### config.mk
export PLATFORM = sky130hd
export DESIGN_NAME = mem_wb_stage
export DESIGN_NICKNAME = d
export VERILOG_FILES = /design/src/rtl/riscv_pkg.sv /design/src/rtl/mem_wb_stage_load_extend.sv /design/src/rtl/mem_wb_stage.sv
export SDC_FILE = /design/constraint.sdc
export NUM_CORES = 1
export LEC_CHECK = 0
export BUFFER_PORTS_ARGS = -buffer_cell sky130_fd_sc_hd__buf_2
export CAP_MARGIN = 5
export CORE_MARGIN = 2
export CORE_UTILIZATION = 41
export CTS_BUF_LIST = sky130_fd_sc_hd__clkbuf_8
export CTS_CLUSTER_DIAMETER = 120
export DETAILED_ROUTE_END_ITERATION = 10
export PLACE_DENSITY_LB_ADDON = 0.05
export SYNTH_ARGS = -nofsm -noshare
export SYNTH_HDL_FRONTEND = slang
export SYNTH_SLANG_ARGS = --single-unit
### constraint.sdc
create_clock -name clk -period 2 [get_ports clk]
set_input_delay 0.1 -clock clk [delete_from_list [all_inputs] [get_ports clk]]
set_output_delay 0.1 -clock clk [all_outputs]
set_load 0.1 [all_outputs]
### src/rtl/riscv_pkg.sv
// -----------------------------------------------------------------------------
// riscv_pkg
// Shared RV32I pipeline definitions used by the MEM/WB stage and its helpers:
//   - write-back select encodings (WB_MEM / WB_ALU / WB_PC4)
//   - load funct3 encodings
//   - packed MEM/WB control bundle and its reset value
//   - helper that decides whether a load is misaligned for its byte offset
// -----------------------------------------------------------------------------
package riscv_pkg;

  // Write-back mux select encodings
  localparam logic [1:0] WB_MEM = 2'b00;
  localparam logic [1:0] WB_ALU = 2'b01;
  localparam logic [1:0] WB_PC4 = 2'b10;

  // Load funct3 encodings
  localparam logic [2:0] F3_LB  = 3'b000;
  localparam logic [2:0] F3_LH  = 3'b001;
  localparam logic [2:0] F3_LW  = 3'b010;
  localparam logic [2:0] F3_LBU = 3'b100;
  localparam logic [2:0] F3_LHU = 3'b101;

  // Control bundle carried from MEM into WB
  typedef struct packed {
    logic [1:0] wb_sel;
    logic [2:0] funct3;
    logic [1:0] offset;
    logic       reg_write;
    logic       load_misaligned;
  } mem_wb_ctrl_t;

  // Reset/bubble-free idle value: ALU write-back, word load type, no write
  localparam mem_wb_ctrl_t CTRL_RESET = '{
    wb_sel:          WB_ALU,
    funct3:          F3_LW,
    offset:          2'b00,
    reg_write:       1'b0,
    load_misaligned: 1'b0
  };

  // Byte loads are never misaligned; halves need an even offset; every other
  // funct3 value is handled as a word load and needs offset 0.
  function automatic logic load_is_misaligned(input logic [2:0] funct3,
                                              input logic [1:0] offset);
    logic mis;
    case (funct3)
      F3_LB, F3_LBU: mis = 1'b0;
      F3_LH, F3_LHU: mis = offset[0];
      default:       mis = (offset != 2'b00);
    endcase
    return mis;
  endfunction

endpackage

### src/rtl/mem_wb_stage_load_extend.sv
// -----------------------------------------------------------------------------
// load_extend
// Combinational load-data alignment: picks the addressed byte/half/word out of
// a 32-bit memory word and sign- or zero-extends it according to funct3.
// A misaligned access yields zero.
// Ports:
//   rdata_i      [31:0] raw word from the data memory
//   offset_i     [1:0]  byte offset of the access inside the word
//   funct3_i     [2:0]  load type (LB/LH/LW/LBU/LHU, others treated as LW)
//   misaligned_i        access was flagged as misaligned
//   data_o       [31:0] aligned, extended load result
// -----------------------------------------------------------------------------
module load_extend
  import riscv_pkg::*;
(
  input  logic [31:0] rdata_i,
  input  logic [1:0]  offset_i,
  input  logic [2:0]  funct3_i,
  input  logic        misaligned_i,
  output logic [31:0] data_o
);

  logic [7:0]  byte_s;
  logic [15:0] half_s;

  // Lane selection: byte by full offset, half by offset[1] only
  always_comb begin
    byte_s = rdata_i[{offset_i, 3'b000} +: 8];
    half_s = rdata_i[{offset_i[1], 4'b0000} +: 16];
  end

  // Extension per load type; misaligned accesses produce zero
  always_comb begin
    data_o = 32'h0000_0000;
    if (misaligned_i) begin
      data_o = 32'h0000_0000;
    end else begin
      case (funct3_i)
        F3_LB:   data_o = {{24{byte_s[7]}}, byte_s};
        F3_LBU:  data_o = {24'h00_0000, byte_s};
        F3_LH:   data_o = {{16{half_s[15]}}, half_s};
        F3_LHU:  data_o = {16'h0000, half_s};
        default: data_o = rdata_i;
      endcase
    end
  end

endmodule

### src/rtl/mem_wb_stage.sv
// -----------------------------------------------------------------------------
// mem_wb_stage
// MEM/WB pipeline register for the RV32I pipeline plus load-data alignment.
// Captures the MEM-stage results on the rising clock edge, drives the data
// memory read enable, and aligns/extends the synchronous read word in WB.
// Ports:
//   clk, rst            clock (rising edge), async active-high reset
//   stall, flush        hold the WB registers / insert a bubble
//   ALU_out_m           ALU result, also the data-memory byte address
//   PC_adder_out_m      PC+4 of the MEM-stage instruction
//   WB_Sel_m            00 load, 01 ALU, 10 PC+4
//   funct3_m            load type
//   rd_m, reg_write_m   destination register and its write enable
//   dmem_rd_en          data-memory read enable (combinational)
//   dmem_rdata          data-memory word, valid one cycle after the address
//   ALU_out_w, PC_adder_out_w, WB_Sel_w, rd_w   registered MEM values
//   DMem_out_w          aligned/extended load data
//   reg_write_w         registered write enable, cleared on misaligned loads
//   load_misaligned_w   registered misaligned-load flag
// -----------------------------------------------------------------------------
module mem_wb_stage
  import riscv_pkg::*;
#(
  parameter int size       = 32,
  parameter int REG_ADDR_W = 5
) (
  input  logic                  clk,
  input  logic                  rst,
  input  logic                  stall,
  input  logic                  flush,
  input  logic [size-1:0]       ALU_out_m,
  input  logic [size-1:0]       PC_adder_out_m,
  input  logic [1:0]            WB_Sel_m,
  input  logic [2:0]            funct3_m,
  input  logic [REG_ADDR_W-1:0] rd_m,
  input  logic                  reg_write_m,
  output logic                  dmem_rd_en,
  input  logic [size-1:0]       dmem_rdata,
  output logic [size-1:0]       ALU_out_w,
  output logic [size-1:0]       PC_adder_out_w,
  output logic [size-1:0]       DMem_out_w,
  output logic [1:0]            WB_Sel_w,
  output logic [REG_ADDR_W-1:0] rd_w,
  output logic                  reg_write_w,
  output logic                  load_misaligned_w
);

  logic [size-1:0]       alu_q, alu_d;
  logic [size-1:0]       pc4_q, pc4_d;
  logic [REG_ADDR_W-1:0] rd_q, rd_d;
  mem_wb_ctrl_t          ctrl_q, ctrl_d;

  logic                  is_load_m_s;
  logic                  misaligned_m_s;
  mem_wb_ctrl_t          ctrl_m_s;

  // MEM-stage decode: misalignment only matters for loads
  always_comb begin
    is_load_m_s    = (WB_Sel_m == WB_MEM);
    misaligned_m_s = 1'b0;
    if (is_load_m_s) begin
      misaligned_m_s = load_is_misaligned(funct3_m, ALU_out_m[1:0]);
    end else begin
      misaligned_m_s = 1'b0;
    end
    ctrl_m_s.wb_sel          = WB_Sel_m;
    ctrl_m_s.funct3          = funct3_m;
    ctrl_m_s.offset          = ALU_out_m[1:0];
    ctrl_m_s.reg_write       = reg_write_m & ~misaligned_m_s;
    ctrl_m_s.load_misaligned = misaligned_m_s;
  end

  // Read enable is gated by rst so no access is issued for a discarded slot
  always_comb begin
    dmem_rd_en = is_load_m_s & ~stall & ~rst;
  end

  // Next-state selection: flush beats stall beats normal capture
  always_comb begin
    alu_d  = alu_q;
    pc4_d  = pc4_q;
    rd_d   = rd_q;
    ctrl_d = ctrl_q;
    if (flush) begin
      // Data registers follow MEM; only the control that commits is forced
      alu_d                  = ALU_out_m;
      pc4_d                  = PC_adder_out_m;
      rd_d                   = {REG_ADDR_W{1'b0}};
      ctrl_d                 = ctrl_m_s;
      ctrl_d.wb_sel          = WB_ALU;
      ctrl_d.reg_write       = 1'b0;
      ctrl_d.load_misaligned = 1'b0;
    end else if (stall) begin
      alu_d  = alu_q;
      pc4_d  = pc4_q;
      rd_d   = rd_q;
      ctrl_d = ctrl_q;
    end else begin
      alu_d  = ALU_out_m;
      pc4_d  = PC_adder_out_m;
      rd_d   = rd_m;
      ctrl_d = ctrl_m_s;
    end
  end

  // WB-stage registers with asynchronous reset
  always_ff @(posedge clk or posedge rst) begin
    if (rst) begin
      alu_q  <= {size{1'b0}};
      pc4_q  <= {size{1'b0}};
      rd_q   <= {REG_ADDR_W{1'b0}};
      ctrl_q <= CTRL_RESET;
    end else begin
      alu_q  <= alu_d;
      pc4_q  <= pc4_d;
      rd_q   <= rd_d;
      ctrl_q <= ctrl_d;
    end
  end

  // Registered outputs
  always_comb begin
    ALU_out_w         = alu_q;
    PC_adder_out_w    = pc4_q;
    WB_Sel_w          = ctrl_q.wb_sel;
    rd_w              = rd_q;
    reg_write_w       = ctrl_q.reg_write;
    load_misaligned_w = ctrl_q.load_misaligned;
  end

  load_extend u_load_extend (
    .rdata_i      (dmem_rdata),
    .offset_i     (ctrl_q.offset),
    .funct3_i     (ctrl_q.funct3),
    .misaligned_i (ctrl_q.load_misaligned),
    .data_o       (DMem_out_w)
  );

endmodule

Yosys cells after proc, flatten, opt, wreduce, memory -nomap -nowiden
Cells that the tools add are included.
{ "totals": {"register_bits": 78, "input_bits": 111, "word_cells": 41} }
{ "classes": {"eq_ne": 7, "shift": 2, "n_mux": 12, "bitwise": 6, "reduce_logical": 6} }
{ "op_table": {"columns": ["cell", "count"], "rows": [
  ["32-bit 2-to-1 mux", 5],
  ["32-bit one-hot mux with 4 select lines", 1],
  ["32-bit by 6-bit variable part select with 16-bit output", 1],
  ["32-bit by 6-bit variable part select with 8-bit output", 1],
  ["9-bit 2-to-1 mux", 2],
  ["3-bit == test, second input constant", 4],
  ["5-bit 2-to-1 mux", 2],
  ["3-bit by 1-bit == test with 1-bit output, second input constant", 2],
  ["3-bit zero test", 2],
  ["2-bit OR reduction", 2],
  ["1-bit AND", 3],
  ["1-bit inverter", 3],
  ["2-bit zero test", 1],
  ["2-bit by 1-bit != test with 1-bit output, second input constant", 1],
  ["1-bit one-hot mux with 2 select lines", 1],
  ["2-bit nonzero test", 1],
  ["1-bit 2-to-1 mux", 1]
]} }

Logic depth before layout (Yosys ltp)
Gate-level depths: netlist of the first run.
{ "depth": {"ltp_word": 8, "ltp_mapped": 7} }

Hierarchy
A second synthesis of the first run with hierarchy kept.
{ "hier_totals": {"cells_unflattened": 302, "hier_area_um2": 3829.9} }
{ "modules_own_cells": {"columns": ["mod", "instances", "cells_per_inst", "area_per_inst_um2", "seq_area_each_um2"], "rows": [
  ["mem_wb_stage", 1, 183, 3052.9, 1904.3],
  ["load_extend", 1, 119, 777.0, 0.0]
]} }

Worst setup path after synthesis of the first run
Ideal clock, no wire load.
{ "synth_timing": {"path_kind": "register -> output", "startpoint": "reg ctrl_q, in the netlist load_misaligned_w", "endpoint": "out DMem_out_w[7]", "t_arrival_ns": 5.974, "required_time_ns": 1.900, "slack_ns": -4.074, "path_stages_with_launch": 4, "cell_sequence": "dfrtp_1 -> buf_2 -> buf_1 -> a2111oi_0"} }
{ "synth_between": {"elab_chain_len": 1} }
{ "synth_lines": {"columns": ["element", "line_no", "rtl"], "rows": [
  ["start, declared", "mem_wb_stage.sv:51", "mem_wb_ctrl_t ctrl_q, ctrl_d;"],
  ["start signal, assigned", "mem_wb_stage.sv:117", "ctrl_q <= ctrl_d;"],
  ["32-bit 2-to-1 mux", "mem_wb_stage_load_extend.sv:35", "if (misaligned_i) begin"],
  ["end, declared", "mem_wb_stage.sv:41", "output logic [size-1:0] DMem_out_w,"]
]} }
No other way between the ends.

==> flow_summary.ini, run 1 <==
[pwr]
cellLeakagePower_uw = 0.00320
p_comb_share_pct = 52.7
p_seq_share_pct = 28.4
power.switching_uw = 2890
internal-power_uw = 3230
sw_frac_of_total_pct = 47.2
cellPowerDensity_nw_per_um2 = 878
clock_power_share_pct = 18.9
vdd_drop_max_uv = 560

[clock_tree]
cts_root_buf = clkbuf_8
cts_buffers = 9
path_clk_slew_ns = 0.08
cts_buffer_depth = 2
clock_latency_ns = 0.33
cts_tree = yes
cts.sinks = 76
cts_max_level = 3

[timing]
worstMarginPinSlew_ns = 0.518
clock.fmax_mhz = 468
finalHoldViolations = 0
fin_crit_ns = 2.14
holdWs_ns = 0.00597
setup_viol = 29
maxSlewViolCount = 0
worst_slack_ns = -0.136
grt_setup_unrepaired = true
min_period_over_period_pct = 107
relSlewSlack_pct = 65.7
skew_ns = 0

[die]
die_y_microns = 99.8
floorplan.initialDensity_pct = 42.8
dieArea_sq_um = 9970
die_w_microns = 99.8
ios = 217
rows = 34
core_area_sq_um = 8810

[drt]
drc = 0
ant_nets = 0
vias = 3676
vias_per_cell = 5.19
detail_route.wl_per_cell_microns = 18.2
first_iter_violations = 107
first_pass_iters = 4
finalWirelength_mm = 12.9

[global_route]
grt_overflow_total = 0
grt_antenna_before_repair = 1
grt_pass1_vias = 4036
grtUsageTotal_pct = 26.2
grt_max_degree = 77
grt_pass1_wl_mm = 20.3

[yosys]
avgSynthCellArea_sq_um = 12.2
syn-num-nets = 419
ys_ff_latch = 76
yosysSeqAreaShare_pct = 50.6
synth_cell_types = 36
synth_cells = 308
yosys_warnings = 0
syn_area_sq_um = 3760

[finish]
mostFrequentLayoutCell = buf_2
fill_cells = 538
drive_above_1_share_pct = 62.8
fin_cells = 708
syn_to_final_growth_pct = 85.0
fin_nets = 706
final_cell_mix = buf_2, dfrtp_1, dlygate4sd3_1

[setup_path]
worstPathMaxFanout = 7
worst_r2r_endpoint = ctrl_q[4]$_DFFE_PP0P_
crit_top_cell = buf_12
rr_startpoint = ctrl_q[4]$_DFFE_PP0P_
crit_type = register to primary output
cp_data_required_time_ns = 1.90
path_cells = mux4_2 > buf_6 > a21oi_4 > buf_12 > a221oi_4 > buf_12
critical-path-top-delay-family = multiplexers
crit_arrival_ns = 2.04
cpPeakStageDelay_ns = 0.56
crit_slowest_cell = mux4_2
r2r_setup_slack_ns = 0.97
end_kind = primary output
worst_r2r_path_depth = 2
path_buf_inv = 3
critical_path.startpoint_type = register

[placed_design]
portBuffers = 216
dp_cells = 620
gp_congestion = 0.824
pre_cts_slack_ns = 0.146
hpwlAfterDp_mm = 8.36

[min_path]
holdPathEnd = rd_w[1]$_DFFE_PP0P_
min_from = rd_m[1]
hold_path_class = input port to register
hold_depth = 3

[status]
violations = setup timing
outcome = finished, violations left

[flow_run]
drv_cap = 0
-- power by group through the flow --
stage | logic [uW] | clock network (uW) | registers (uW)
2_1_floorplan | 1420 | 0 | 2590
3_3_place_gp | 2860 | 0 | 1760
3_5_place_dp | 2880 | 0 | 1770
4_1_cts | 3200 | 1180 | 1730
5_1_grt | 3310 | 1270 | 1750
6_report | 3220 | 1160 | 1740
-- synthesized netlist by cell type (all sizes together) --
library cell	instances	area (sq um)
dfrtp	74	1850
mux2	70	788
nand2	25	93.8
buf	22	148
o21ai	22	114
nor2	15	56.3
mux2i	13	143
nor2b	11	68.8
a2111oi	8	73.8
a221oi	8	88.8
inv	8	30.0
clkbuf	6	23.8
mux4	4	90.1
nor3	4	20.0
o22ai	4	25.0
a21oi	3	26.3
dfstp	2	52.6
nand2b	2	12.5
a2111o	1	11.3
a211o	1	8.76
and2	1	6.26
nor4	1	6.26
or3	1	6.26
or3b	1	8.76
or4	1	11.3
-- routing by layer --
metal	GRT usage, %	routed length (microns)
met2	48.0	6870
met4	9.38	290
met1	29.7	4950
met3	6.48	774
met5	0	0
-- cell families after synthesis --
group | count (synthesis) | synth area share [%]
mux | 87 | 27.1
flops | 76 | 50.6
simple gates | 62 | 7.71
compound gates | 47 | 9.24
buf+inv | 36 | 5.35
-- tightest hold or removal path, delay by kind of cell --
kind	cells	cell delay [ns]
mux	1	0.05
simple gates	1	0.08
buf+inv	1	0.08
-- area by class of cell --
| type | count | area, sq um | area share (%) |
|---|---|---|---|
| timing repair buffer | 304 | 2490 | 35.8 |
| multi-input combinational | 196 | 2210 | 31.7 |
| sequential | 76 | 1910 | 27.4 |
| tap | 108 | 135 | 1.94 |
| clock buffer | 9 | 124 | 1.78 |
| clock inverter | 6 | 63.8 | 0.916 |
| inverter | 8 | 33.8 | 0.485 |
| antenna | 1 | 2.50 | 0.0359 |
-- timing repair --
action                                  in CTS  in global routing
hold buffers                                65                  1
hold endpoints to repair                   138                  1
setup buffers                                5                  0
resized for setup                           79                  5
cloned                                       1                  0
endpoints found under the setup margin      31                 32
pin swaps                                   22                  1
-- sequential cells by signal, indices dropped and copies added, names as in the netlist --
register,flops
ALU_out_w,32
PC_adder_out_w,32
rd_w,5
ctrl_q,3
WB_Sel_w,2
load_misaligned_w,1
reg_write_w,1
-- worst max path at each step --
stage / startpoint / to / slack (ns) / depth (start not counted)
after global routing: ALU_out_w[1]$_DFFE_PP0P_ / DMem_out_w[11] / -0.21 / 6
after detailed placement: ALU_out_w[1]$_DFFE_PP0P_ / DMem_out_w[16] / 0.15 / 5
after global placement: ALU_out_w[1]$_DFFE_PP0P_ / DMem_out_w[19] / 0.17 / 5
final: ALU_out_w[1]$_DFFE_PP0P_ / DMem_out_w[14] / -0.14 / 6
after CTS: ALU_out_w[1]$_DFFE_PP0P_ / DMem_out_w[14] / -0.17 / 6
after floorplan: load_misaligned_w$_DFFE_PP0P_ / DMem_out_w[7] / -0.29 / 3
-- metrics by stage --
step,util [%],power (uW),cell area [sq um],TNS [ns]
finish,79.1,6110,6960,-2.45
global route,79.1,6330,6960,-4.39
CTS,78.8,6120,6940,-3.23
detailed placement,65.2,4650,5740,0
global placement,65.2,4620,5740,0
floorplan,-,4020,4360,-2.96
Note: power is estimated with default switching activity, not from simulation.
==> inputs of run 2 (changes only) <==
- PLACE_DENSITY: not set -> 0.75
- PLACE_DENSITY_LB_ADDON: 0.05 -> not set
==> run 2 against run 1 <==
Compared with the run above:
- the flow still finishes with violations (setup timing)
- critical endpoint is now DMem_out_w[8]
- clock power grew 13%
- register-to-register slack is essentially flat
- power grew 1.4%
- flip-flop and latch count is the same
- sequential share of layout area grew 0.15 points
- setup slack lost 0.032 ns
- first-iteration DRC count grew 1.9%
- non-clock buffer count grew 6
- clock skew is the same
- hold slack gained 0.019 ns
- utilization shrank 0.43 points
- largest cell class unchanged
==> flow_summary.ini, run 2 (synthesis results as in run 1) <==
[placed_design]
portBuffers = 216
dp_cells = 620
hpwlAfterDp_mm = 8.64
gp_congestion = 0.848
placed_cell_area_sq_um = 5750

[pwr]
vdd_drop_max_uv = 680
cellPowerDensity_nw_per_um2 = 895
cellLeakagePower_uw = 0.00321

[finish]
fin_cells = 714
n_antenna_cell = 0
mostFrequentLayoutCell = buf_2
final_util_pct = 78.7
final_cell_mix = buf_2, dfrtp_1, dlygate4sd3_1
fin_nets = 712
design_area_sq_um = 6930
syn_to_final_growth_pct = 84.0
drive_above_1_share_pct = 62.4

[clock_tree]
path_clk_slew_ns = 0.07
cts_tree = yes
cts.sinks = 76
cts_buffers = 9
clock_latency_ns = 0.34
cts_buffer_depth = 2
cts_root_buf = clkbuf_8
cts_max_level = 3

[setup_path]
crit_arrival_ns = 2.07
r2r_setup_slack_ns = 0.98
end_kind = primary output
worstPathMaxFanout = 3
crit_type = register to primary output
crit_slowest_cell = mux4_2
cpPeakStageDelay_ns = 0.57
critical_path.startpoint_type = register
path_cells = mux4_2 > buf_6 > a21oi_4 > buf_4 > a221oi_4 > buf_12
cp_data_required_time_ns = 1.90

[min_path]
hold_path_class = input port to register

[timing]
maxSlewViolCount = 0
worst_slack_ns = -0.168
fin_crit_ns = 2.17
grt_setup_unrepaired = true
setup_viol = 25
min_period_over_period_pct = 108
finalHoldViolations = 0
worstMarginPinSlew_ns = 0.522
skew_ns = 0
setup-tns-final_ns = -3.39
clock.fmax_mhz = 461
holdWs_ns = 0.0254
relSlewSlack_pct = 65.4

[drt]
ant_nets = 0
detail_route.wl_per_cell_microns = 18.7
first_pass_iters = 4
drc = 0
vias = 3676
first_iter_violations = 109
finalWirelength_mm = 13.3
vias_per_cell = 5.15

[die]
ios = 217
rows = 34
dieArea_sq_um = 9970
die_y_microns = 99.8
die_w_microns = 99.8
floorplan.initialDensity_pct = 42.8
core_area_sq_um = 8810

[flow_run]
drv_cap = 0

[global_route]
grt_max_degree = 61
grt_overflow_total = 0
grt_pass1_wl_mm = 21.3
grt_pass1_vias = 4076
grt_antenna_before_repair = 1
grtUsageTotal_pct = 27.6

[status]
violations = setup timing
outcome = finished, violations left
-- run 2: cell count changes in the layout (fill, tap and decap cells not counted), moves of 2 or more --
| cell | before | now |
|---|---|---|
| buf_6 | 3 | 22 |
| buf_12 | 38 | 22 |
| dlygate4sd3_1 | 66 | 69 |
| clkinv_2 | 2 | 0 |
| nor2_1 | 11 | 13 |
| nor2_2 | 3 | 1 |
| nor3_2 | 0 | 2 |
-- run 2: through the flow --
stage	power, uW	setup slack [ns]
after floorplan	4020	-0.288
after global placement	4620	0.156
after detailed placement	4650	0.125
after CTS	6180	-0.205
after global routing	6410	-0.260
final	6200	-0.168
-- run 2: layout make-up --
cell class | count | area [sq um]
timing repair buffer | 310 | 2410
sequential | 76 | 1910
multi-input combinational | 196 | 2210
inverter | 8 | 33.8
tap | 108 | 135
clock buffer | 10 | 138
clock inverter | 6 | 87.6
fill | 484 | 1880
-- run 2: layer usage --
metal / wire length, microns / GRT usage, %
met2: 6980 / 49.7
met1: 5090 / 31.7
met4: 233 / 7.69
met3: 1030 / 8.57
met5: 13 / 0
-- run 2: worst paths after layout --
path                                                  endpoint                          start  cells past startpoint
worst max-delay path                             DMem_out_w[8]       ALU_out_w[1]$_DFFE_PP0P_                      6
worst min-delay path            PC_adder_out_w[29]$_DFFE_PP0P_             PC_adder_out_m[29]                      2
worst max register to register        ALU_out_w[1]$_DFFE_PP0P_       ALU_out_w[1]$_DFFE_PP0P_                      3
worst min register to register   PC_adder_out_w[2]$_DFFE_PP0P_  PC_adder_out_w[2]$_DFFE_PP0P_                      1
max in group asynchronous                  rd_w[4]$_DFFE_PP0P_                            rst                      4
min in group asynchronous            ALU_out_w[24]$_DFFE_PP0P_                            rst                      3
-- run 2: critical path: cells and delay by family, from the launching register on --
kind / cells / cell delay (ns)
muxes: 1 / 0.57
buffers and inverters: 3 / 0.50
DFF: 1 / 0.40
AOI/OAI and AO/OA: 2 / 0.26
-- run 2: timing repair --
item                                    in CTS  in global routing
buffers inserted                             6                  2
pin swaps                                    7                  6
hold buffers                                69                  0
endpoints found under the hold margin       82                  0
gates cloned                                 1                  0
gates resized for setup                     47                  5
endpoints found under the setup margin      32                 32
-- run 2: power breakdown --
| group | total, uW | internal [uW] | switching (uW) |
|---|---|---|---|
| Sequential | 1750 | 1660 | 84.7 |
| Combinational | 3140 | 933 | 2210 |
| Clock | 1310 | 737 | 576 |
| Total | 6200 | 3330 | 2870 |
==> inputs of run 3 (changes only) <==
--- a/config.mk
+++ b/config.mk
@@ -13,5 +13,5 @@
 export CTS_CLUSTER_DIAMETER = 120
 export DETAILED_ROUTE_END_ITERATION = 10
-export PLACE_DENSITY = 0.75
+export PLACE_DENSITY = 0.91
 export SYNTH_ARGS = -nofsm -noshare
 export SYNTH_HDL_FRONTEND = slang
==> constraint.sdc (replaced) <==
create_clock -name clk -period 2 [get_ports clk]
set_input_delay 0 -clock clk [delete_from_list [all_inputs] [get_ports clk]]
set_output_delay 0 -clock clk [all_outputs]
set_load 0.1 [all_outputs]
==> run 3 against run 2 <==
Compared with the run above:
- the run still ends with setup timing left
- power is 2.4% lower
- cell count is 0.70% higher
- cell area is 0.49% lower
- die area stayed put
- flip-flop and latch count stayed put
- critical path depth stayed put
- first-iteration DRC count is 72% higher
- clock power is 15% lower
- critical endpoint is now DMem_out_w[12]
- largest power group unchanged
==> flow_summary.ini, run 3 (synthesis results as in run 1) <==
[timing]
finalHoldViolations = 0
relSlewSlack_pct = 64.9
setup_viol = 22
min_period_over_period_pct = 102
skew_ns = 0
maxSlewViolCount = 0
worstMarginPinSlew_ns = 0.530
worst_slack_ns = -0.0499
fin_crit_ns = 2.05
grt_setup_unrepaired = true
clock.fmax_mhz = 488
holdWs_ns = 0.0190

[drt]
vias_per_cell = 5.41
first_iter_violations = 188
vias = 3888
drc = 0
detail_route.wl_per_cell_microns = 21.2
ant_nets = 0
finalWirelength_mm = 15.3
first_pass_iters = 4

[global_route]
grt_max_degree = 59
grt_overflow_total = 0
grtUsageTotal_pct = 30.2
grt_pass1_wl_mm = 23.1
grt_antenna_before_repair = 0
grt_pass1_vias = 4255

[status]
outcome = finished, violations left
violations = setup timing

[finish]
design_area_sq_um = 6890
fill_cells = 490
n_antenna_cell = 0
final_util_pct = 78.3
drive_above_1_share_pct = 59.7
multi_input_area_sq_um = 2110
fin_nets = 717
mostFrequentLayoutCell = buf_2
syn_to_final_growth_pct = 83.1
ff_latch_area_sq_um = 1910
final_cell_mix = buf_2, dlygate4sd3_1, dfrtp_1

[setup_path]
crit_type = register to primary output
crit_arrival_ns = 2.05
rr_startpoint = rd_w[2]$_DFFE_PP0P_
end_kind = primary output
cp_data_required_time_ns = 2.00
path_cells = mux4_2 > buf_6 > a21oi_4 > buf_12 > a221oi_4 > buf_12
critical_path.startpoint_type = register
worst_r2r_path_depth = 3
crit_top_cell = buf_12
worstPathMaxFanout = 8
crit_slowest_cell = mux4_2
cpPeakStageDelay_ns = 0.41
worstSetupStartpoint = ALU_out_w[1]$_DFFE_PP0P_

[die]
ios = 217
core_area_sq_um = 8810
die_y_microns = 99.8
rows = 34
dieArea_sq_um = 9970
die_w_microns = 99.8
floorplan.initialDensity_pct = 42.8

[clock_tree]
cts_buffers = 9
cts_max_level = 3
cts_buffer_depth = 2
cts_tree = yes
clock_latency_ns = 0.34
cts_root_buf = clkbuf_8
path_clk_slew_ns = 0.08
cts.sinks = 76

[flow_run]
drv_cap = 0

[min_path]
hold_depth = 4
min_from = reg_write_m
hold_path_class = input port to register

[placed_design]
pre_cts_slack_ns = 0.228
gp_congestion = 0.922
portBuffers = 216
placed_cell_area_sq_um = 5600
hpwlAfterDp_mm = 9.15

[pwr]
vdd_drop_max_uv = 699
cellPowerDensity_nw_per_um2 = 878
cellLeakagePower_uw = 0.00321
run 3: final cells by class:
| class | instances | share of cell area [%] |
|---|---|---|
| inverter | 8 | 0.436 |
| clock buffer | 10 | 2.00 |
| timing repair buffer | 315 | 36.7 |
| tap | 108 | 1.96 |
| clock inverter | 6 | 0.653 |
| sequential | 76 | 27.7 |
| multi-input combinational | 196 | 30.6 |
run 3: per-stage QoR:
step	instances	setup TNS, ns	total power [uW]
2_1_floorplan	308	-5.00	3970
3_3_place_gp	618	0	4550
3_5_place_dp	618	0	4600
4_1_cts	718	-1.23	5920
5_1_grt	719	-1.92	6220
6_report	719	-0.661	6050
run 3: timing repair:
item	CTS	global route
hold buffers	79	0
gates cloned	1	0
gates resized for setup	43	27
endpoints found under the setup margin	30	30
endpoints found under the hold margin	92	0
pin swaps	5	1
buffers inserted	4	1
run 3: per-layer routing:
layer | wire [microns] | part of all wire (%) | track usage [%]
met3 | 1120 | 7.3 | 6.13
met4 | 612 | 4.0 | 13.6
met1 | 5500 | 36 | 33.8
met2 | 8040 | 53 | 55.4
met5 | 0 | 0 | 0
run 3: path summary, 6_finish.rpt:
kind | slack (ns) | end
max in group asynchronous | 1.06 | WB_Sel_w[0]$_DFFE_PP1P_
min reg2reg | 0.49 | PC_adder_out_w[2]$_DFFE_PP0P_
min | 0.02 | reg_write_w$_DFFE_PP0P_
max reg2reg | 0.70 | rd_w[2]$_DFFE_PP0P_
min in group asynchronous | 0.25 | WB_Sel_w[1]$_DFFE_PP0P_
max | -0.05 | DMem_out_w[12]
run 3: power breakdown:
group          switching, uW  internal (uW)
Combinational           2230            964
Clock                    616            491
Sequential              92.2           1660
Total                   2940           3120
run 3: worst max-delay path: cells and delay by family, from the launching register on:
family / cells / cell delay [ns]
buffers and inverters: 3 / 0.51
muxes: 1 / 0.41
DFF: 1 / 0.40
AOI/OAI and AO/OA: 2 / 0.39
